File: config.mk
export PLATFORM = sky130hd
export DESIGN_NAME = arbiter_2to1_rr_flat
export DESIGN_NICKNAME = d
export VERILOG_FILES = /design/src/rtl/arbiter_2to1_rr_pkg.sv /design/src/rtl/arbiter_2to1_rr_if.sv /design/src/rtl/arbiter_2to1_rr_hold_counter.sv /design/src/rtl/arbiter_2to1_rr.sv /design/src/flat_wrapper.sv
export SDC_FILE = /design/constraint.sdc
export NUM_CORES = 1
export LEC_CHECK = 0
export ABC_AREA = 1
export BUFFER_PORTS_ARGS = -buffer_cell sky130_fd_sc_hd__buf_2
export CAP_MARGIN = 5
export CORE_UTILIZATION = 36
export CTS_BUF_LIST = sky130_fd_sc_hd__clkbuf_4
export CTS_CLUSTER_DIAMETER = 150
export DETAILED_ROUTE_END_ITERATION = 16
export PLACE_DENSITY = 0.51
export SLEW_MARGIN = 20
export SYNTH_ARGS = -nofsm -noshare
export SYNTH_HDL_FRONTEND = slang
export SYNTH_SLANG_ARGS = --single-unit
File: constraint.sdc
create_clock -name clk -period 2.3 [get_ports clk]
set_clock_uncertainty 0.05 [all_clocks]
set_input_delay 0.23 -clock clk [delete_from_list [all_inputs] [get_ports clk]]
set_output_delay 0.23 -clock clk [all_outputs]
set_load 0.05 [all_outputs]
File: src/rtl/arbiter_2to1_rr_pkg.sv
// Shared types and client encodings for the 2-client round-robin arbiter.
package arbiter_pkg;

  typedef enum logic [1:0] {IDLE, GRANT0, GRANT1} arb_state_t;

  // Matches the sel encoding consumed by decoder_2to1
  localparam logic CLIENT0 = 1'b0;
  localparam logic CLIENT1 = 1'b1;

endpackage

File: src/rtl/arbiter_2to1_rr_if.sv
// Request/grant bundle between the two clients and the round-robin arbiter.
interface arbiter_2to1_rr_if #(
  parameter int CNT_W = 2
);
  logic             req0;
  logic             req1;
  logic             done;
  logic             en;
  logic             sel;
  logic [CNT_W-1:0] hold_cnt;
  logic             switch_p;

  modport master (
    output req0, req1, done,
    input  en, sel, hold_cnt, switch_p
  );

  modport slave (
    input  req0, req1, done,
    output en, sel, hold_cnt, switch_p
  );
endinterface

File: src/rtl/arbiter_2to1_rr_hold_counter.sv
// Saturating hold counter: counts granted cycles, stops at MAX_HOLD-1.
module hold_counter #(
  parameter int MAX_HOLD = 4,
  parameter int CNT_W    = $clog2(MAX_HOLD)
) (
  input  logic             clk,
  input  logic             rst,
  input  logic             clr,
  input  logic             en,
  output logic [CNT_W-1:0] cnt,
  output logic             at_max
);

  assign at_max = (cnt == CNT_W'(MAX_HOLD - 1));

  always_ff @(posedge clk) begin
    if (rst || clr) begin
      cnt <= '0;
    end else if (en && !at_max) begin
      cnt <= cnt + 1'b1;
    end
  end

endmodule

File: src/rtl/arbiter_2to1_rr.sv
// Two-client round-robin arbiter producing registered en/sel for decoder_2to1,
// with bounded hold time under contention and direct owner-to-owner handoff.
module arbiter_2to1_rr
  import arbiter_pkg::*;
#(
  parameter int MAX_HOLD = 4,
  parameter int CNT_W    = $clog2(MAX_HOLD)
) (
  input  logic             clk,
  input  logic             rst,
  arbiter_2to1_rr_if.slave bus
);

  arb_state_t       state, state_n;
  logic             last, last_n;
  logic             en_q, sel_q, sw_q;
  logic             switch_n;
  logic             cnt_clr;
  logic             at_max;
  logic [CNT_W-1:0] cnt;

  always_ff @(posedge clk) begin
    if (rst) begin
      state <= IDLE;
      last  <= CLIENT1;
      en_q  <= 1'b0;
      sel_q <= 1'b0;
      sw_q  <= 1'b0;
    end else begin
      state <= state_n;
      last  <= last_n;
      en_q  <= (state_n != IDLE);
      sel_q <= (state_n == GRANT1);
      sw_q  <= switch_n;
    end
  end

  always_comb begin
    state_n  = state;
    switch_n = 1'b0;
    last_n   = last;
    case (state)
      IDLE: begin
        if (bus.req0 && bus.req1) begin
          state_n = (last == CLIENT0) ? GRANT1 : GRANT0;
        end else if (bus.req0) begin
          state_n = GRANT0;
        end else if (bus.req1) begin
          state_n = GRANT1;
        end
      end
      GRANT0: begin
        if (bus.req1 && (bus.done || !bus.req0 || at_max)) begin
          state_n  = GRANT1;
          switch_n = 1'b1;
        end else if (bus.done || !bus.req0) begin
          state_n = IDLE;
        end
      end
      GRANT1: begin
        if (bus.req0 && (bus.done || !bus.req1 || at_max)) begin
          state_n  = GRANT0;
          switch_n = 1'b1;
        end else if (bus.done || !bus.req1) begin
          state_n = IDLE;
        end
      end
      default: state_n = IDLE;
    endcase
    if (state_n == GRANT0) begin
      last_n = CLIENT0;
    end else if (state_n == GRANT1) begin
      last_n = CLIENT1;
    end
  end

  // Counter restarts on any state change (grant entry) and while idle
  assign cnt_clr = (state_n != state) || (state_n == IDLE);

  hold_counter #(
    .MAX_HOLD (MAX_HOLD),
    .CNT_W    (CNT_W)
  ) u_hold (
    .clk    (clk),
    .rst    (rst),
    .clr    (cnt_clr),
    .en     (!cnt_clr),
    .cnt    (cnt),
    .at_max (at_max)
  );

  assign bus.en       = en_q;
  assign bus.sel      = sel_q;
  assign bus.hold_cnt = cnt;
  assign bus.switch_p = sw_q;

endmodule

File: src/flat_wrapper.sv
// flat-port wrapper written by rule: the top's interface ports become plain ports
module arbiter_2to1_rr_flat import arbiter_pkg::*;
#(
  parameter int MAX_HOLD = 4,
  parameter int CNT_W    = $clog2(MAX_HOLD)
)
  (clk, rst, bus_req0, bus_req1, bus_done, bus_en, bus_sel, bus_hold_cnt, bus_switch_p);
  arbiter_2to1_rr_if #(.CNT_W(CNT_W)) bus_i ();
  input  logic clk;
  input  logic rst;
  input wire logic [$bits(bus_i.req0)-1:0] bus_req0;
  input wire logic [$bits(bus_i.req1)-1:0] bus_req1;
  input wire logic [$bits(bus_i.done)-1:0] bus_done;
  output wire logic [$bits(bus_i.en)-1:0] bus_en;
  output wire logic [$bits(bus_i.sel)-1:0] bus_sel;
  output wire logic [$bits(bus_i.hold_cnt)-1:0] bus_hold_cnt;
  output wire logic [$bits(bus_i.switch_p)-1:0] bus_switch_p;
  assign bus_i.req0 = bus_req0;
  assign bus_i.req1 = bus_req1;
  assign bus_i.done = bus_done;
  assign bus_en = bus_i.en;
  assign bus_sel = bus_i.sel;
  assign bus_hold_cnt = bus_i.hold_cnt;
  assign bus_switch_p = bus_i.switch_p;
  arbiter_2to1_rr #(.MAX_HOLD(MAX_HOLD), .CNT_W(CNT_W)) u_core (.clk(clk), .rst(rst), .bus(bus_i));
endmodule
; ---- Yosys cells after proc, flatten, opt, wreduce, memory -nomap -nowiden
; Index checks and enable logic that the tools add are counted.
[op_classes]
eq_ne = 6
mux = 14
add_sub_neg = 1
reduce_logical = 18
[ops]
columns = op, count
row1 = $mux 2, 8
row2 = $eq 2x2->1 const B, 3
row3 = $logic_or 1x1->1, 6
row4 = $pmux 2 s3, 1
row5 = $eq 2x1->1 const B, 2
row6 = $logic_and 1x1->1, 4
row7 = $logic_not 1->1, 4
row8 = $logic_not 2->1, 2
row9 = $mux 1, 4
row10 = $reduce_bool 2->1, 2
row11 = $add 2x1->2 const B, 1
row12 = $ne 2x2->1, 1
row13 = $pmux 1 s2, 1
[totals]
out_inout_bits = 5
reg_bits = 8
wordCells = 45
in_bits = 5

; ---- Longest topological paths before layout
[depth]
ltp_word = 10
mapped_depth = 15
mapped_depth_nobuf = 15

; ---- Hierarchy
; A second synthesis with hierarchy kept.
[unflattened]
cells_unflattened = 93
hier_area_um2 = 623.1
[modules_own_cells]
columns = module, instances, seq_area_each_um2, area_each_um2, cells_each
row1 = arbiter_2to1_rr, 1, 120.1, 516.7, 77
row2 = hold_counter, 1, 40.0, 106.4, 16

; ---- Worst setup path before layout
; Ideal clock, no wire load.
[synth_path]
path_kind = reg-to-reg
startpoint = reg u_core.u_hold.cnt[0]
endpoint = reg u_core.u_hold.cnt[1]
slack_ns = 0.274
path_stages_with_launch = 13
n_path_buf = 0
synth_period_minus_slack_ns = 2.026
t_required_ns = 2.185
t_arrival_ns = 1.911
setup_time_ns = 0.065
path_cell_list = dfxtp_1 ha_1 inv_1 nand2_1 nand3_1 nand3_2 nand2_2 ha_1 inv_1 nand3_2 nor2_2 a21oi_1 nor2_1
[synth_between]
elab_chain_cells = 9
elab_cells_between_ends = 16
cone_classes = 1 x add/sub / 2 x eq/ne / 3 x mux / 10 x reduce/logical
[synth_rtl]
columns = item, line
row1 = "start, declared", arbiter_2to1_rr_hold_counter.sv:10  ; output logic [CNT_W-1:0] cnt,
row2 = "start signal, assigned", arbiter_2to1_rr_hold_counter.sv:20  ; cnt <= cnt + 1'b1;
row3 = $eq 2x2->1, arbiter_2to1_rr_hold_counter.sv:14  ; assign at_max = (cnt == CNT_W'(MAX_HOLD - 1));
row4 = "$logic_or 1x1->1, on equally long branches", "arbiter_2to1_rr.sv:61, arbiter_2to1_rr.sv:53"
row5 = "$logic_and 1x1->1, on equally long branches", "arbiter_2to1_rr.sv:61, arbiter_2to1_rr.sv:53"
row6 = "$mux 2, on equally long branches", "arbiter_2to1_rr.sv:61, arbiter_2to1_rr.sv:53"
row7 = $pmux 2 s3, arbiter_2to1_rr.sv:42  ; case (state)
row8 = $ne 2x2->1 / $logic_not 2->1 (equally long branches), arbiter_2to1_rr.sv:78  ; assign cnt_clr = (state_n != state) || (state_n == IDLE);
row9 = $logic_or 1x1->1, arbiter_2to1_rr.sv:78
row10 = $logic_not 1->1, arbiter_2to1_rr.sv:87  ; .en (!cnt_clr),
row11 = $logic_and 1x1->1, arbiter_2to1_rr_hold_counter.sv:19  ; end else if (en && !at_max) begin
; Several ways; a longest one is shown, not always the timed one.
; A chain may end at the register's enable or synchronous reset.

; ---- Worst setup path after layout
[layout_path]
startpoint = reg u_core.state[1]
endpoint = reg u_core.u_hold.cnt[1]
[layout_between]
elab_chain_cells = 8
elab_cells_between_ends = 17
cone_classes = 3 x eq/ne / 8 x mux / 6 x reduce/logical
[layout_rtl]
columns = item, line
row1 = "start, declared", arbiter_2to1_rr.sv:14  ; arb_state_t state, state_n;
row2 = "start signal, assigned", arbiter_2to1_rr.sv:30  ; state <= state_n;
row3 = $mux 2, arbiter_2to1_rr.sv:48  ; end else if (bus.req1) begin
row4 = $mux 2, arbiter_2to1_rr.sv:46  ; end else if (bus.req0) begin
row5 = $mux 2, arbiter_2to1_rr.sv:44  ; if (bus.req0 && bus.req1) begin
row6 = $pmux 2 s3, arbiter_2to1_rr.sv:42
row7 = $ne 2x2->1 / $logic_not 2->1 (equally long branches), arbiter_2to1_rr.sv:78
row8 = $logic_or 1x1->1 *, arbiter_2to1_rr.sv:78
row9 = $logic_not 1->1, arbiter_2to1_rr.sv:87
row10 = $logic_and 1x1->1, arbiter_2to1_rr_hold_counter.sv:19
; Every way passes the cells marked *; elsewhere a longest branch is shown, timed or not.

==> reports/results.ini <==
[outcome]
outcome = finished, final reports clean

[floorplanning]
io_pins = 10
dieArea_sq_um = 1740
core_area_sq_um = 1380
die_w_microns = 41.7
die_y_microns = 41.7
start_util = 0.410
rows = 13

[detailed_routing]
drtIter0Drc = 7
drt_wl_total_mm = 1.08
first_pass_iters = 4
num_vias = 514
viasPerCell = 4.76
ant_nets = 0
wire_per_inst_microns = 10.0
route.detailed.drc = 0

[power_and_ir_drop]
p_leak_nw = 0.363
powerDensity_nw_per_um2 = 844
ir_worst_vdd_v = 0.000359
finalPower_uw = 551

[clock_tree]
cts_sinks = 8
root_buffer = clkbuf_4
numCtsBuffers = 3
cts_max_path_buffers = 2
cts-resized-gates = 0
cts_tree = yes
clk_latency_ps = 250
htreeDepth = 1
clk_pin_slew_ps = 60
post_cts_buffers = 0
cts_hold_buf = 0

[sta]
fmax_mhz = 510
setup_violations = 0
worst_slew_pin_slew_ps = 249
max-slew-margin-rel = 0.835
rsz0062_at_grt = no
hold_viol_final = 0
period_share = 0.853
post-route-min-period_ps = 1960
setup_slack_ps = 339
fin_tns_setup_ps = 0
maxSlewViolCount = 0

[setup_path]
reg2reg_depth = 13
cp_cell_sequence = inv_1 -> ha_1 -> nand3_1 -> nor2_1 -> nand2_1 -> nand3_2 -> nand2_2 -> ha_1 -> inv_1 -> nand3_2 -> nor2_2 -> nand3_1 -> nor2_1
cp_num_cells = 13
path_delay_family = simple AND/OR/NAND/NOR gates
endpoint = u_core.u_hold.cnt[1]
worstPathArrival_ps = 2100
path_class = flip-flop to flip-flop
end_kind = flip-flop
crit_path_start_kind = flip-flop
crit_fanout = 6
crit_required_ps = 2440
path_buf_inv = 2
rr_startpoint = u_core.state[1]
max_stage_delay_ps = 370
regToRegEndpoint = u_core.u_hold.cnt[1]
crit_start = u_core.state[1]
critPathSlowestCell = dfxtp_1
reg2reg_slack_ps = 340

[synth]
seq_area_frac_synth = 0.283
ys_warn_count = 0
mappedNetlistNets = 94
synthCells = 81
avgSynthCellArea_sq_um = 7.00
netlist_area_sq_um = 567
ys_ff_latch = 8
ys_types = 16

[cells_and_area]
seq_area_sq_um = 160
area_delta_synth_final_pct = 15.2
fillers = 154
final_layout_size_suffix_gt1_frac = 0.247
multi_input_area_sq_um = 350
antenna_cells = 0
fin_nets = 108

[grt]
antenna_found_initial = 0
grt_pass1_vias = 481
grt_start_max_net_pins = 8
grt_pass1_wl_mm = 1.98
grt_usage = 0.148
grt_overflow = 0

[placed_design]
dpl.hpwl_microns = 857
gp_congestion = 0.813
dp_worst_setup_slack_ps = 345
portBuffers = 9

[run]
cap_violations = 0

[worst_hold_path]
hold_class = input pin to flip-flop

-- state kept, by name (all words and copies together), names as in the netlist --
signal               cells
u_core.state             2
u_core.u_hold.cnt        2
u_core.bus.en            1
u_core.bus.sel           1
u_core.bus.switch_p      1
u_core.last              1
-- how the worst min path moves through the flow --
stage,start,to,slack (ps),depth (start not counted)
2_1_floorplan,rst,u_core.bus.en,250,1
3_3_place_gp,u_core.last,u_core.last,430,2
3_5_place_dp,u_core.last,u_core.last,430,2
4_1_cts,rst,u_core.bus.sel,190,2
5_1_grt,rst,u_core.bus.sel,200,2
6_report,rst,u_core.bus.en,190,2
-- synthesized netlist by cell type --
cell type,n,area (sq um)
o21ai_0,1,5.00
nand3_2,2,20.0
xor2_1,1,8.76
nor4_1,1,6.26
a21oi_1,3,15.0
inv_2,1,3.75
nor2_1,10,37.5
or2_2,1,6.26
nor2_2,2,12.5
inv_1,14,52.6
nand2_2,4,25.0
nand2_1,15,56.3
dfxtp_1,8,160
nand3_1,9,45.0
ha_1,8,100
nand4_2,1,12.5
-- cells by family after synthesis --
kind of cell | share of synthesized area
buffers and inverters | 0.0993
adder cells (fa/ha/maj) | 0.177
AO/OA/AOI/OAI | 0.0353
AND/OR/NAND/NOR | 0.391
XOR/XNOR | 0.0155
flip-flops | 0.283
-- metal layers --
layer	wire length, microns	GRT usage
met1	514	0.168
met3	40	0.0435
met2	517	0.256
met4	10	0.0581
met5	0	0
-- power by group --
group          leakage (nW)  switching, mW  internal [mW]  total (mW)
clock network        0.0138         0.0474         0.0597       0.107
logic                 0.283          0.170         0.0865       0.256
registers            0.0656         0.0212          0.166       0.187
-- cells in the final DEF (no fill, tap or decap), types with 2 or more instances in the layout --
master	n
nand2_1	15
inv_1	14
nand3_2	2
nor2_1	10
ha_1	8
a21oi_1	3
nand3_1	9
nor2_2	2
dfxtp_1	8
buf_2	9
clkbuf_4	3
nand2_2	4
-- metrics by stage --
step | instances | hold slack (ps) | area [sq um] | util
finish | 108 | 188 | 653 | 0.472
global placement | 105 | 427 | 631 | 0.456
global route | 108 | 203 | 653 | 0.472
floorplan | 81 | 247 | 567 | -
CTS | 108 | 186 | 653 | 0.472
detailed placement | 105 | 429 | 631 | 0.456
-- final cells by class --
class | count | area share
Tap cell | 15 | 0.0287
Inverter | 15 | 0.0862
Clock buffer | 3 | 0.0345
Multi-Input combinational cell | 58 | 0.536
Timing Repair Buffer | 9 | 0.0690
Sequential cell | 8 | 0.245
No activity file was read; power rests on OpenSTA's default activity.
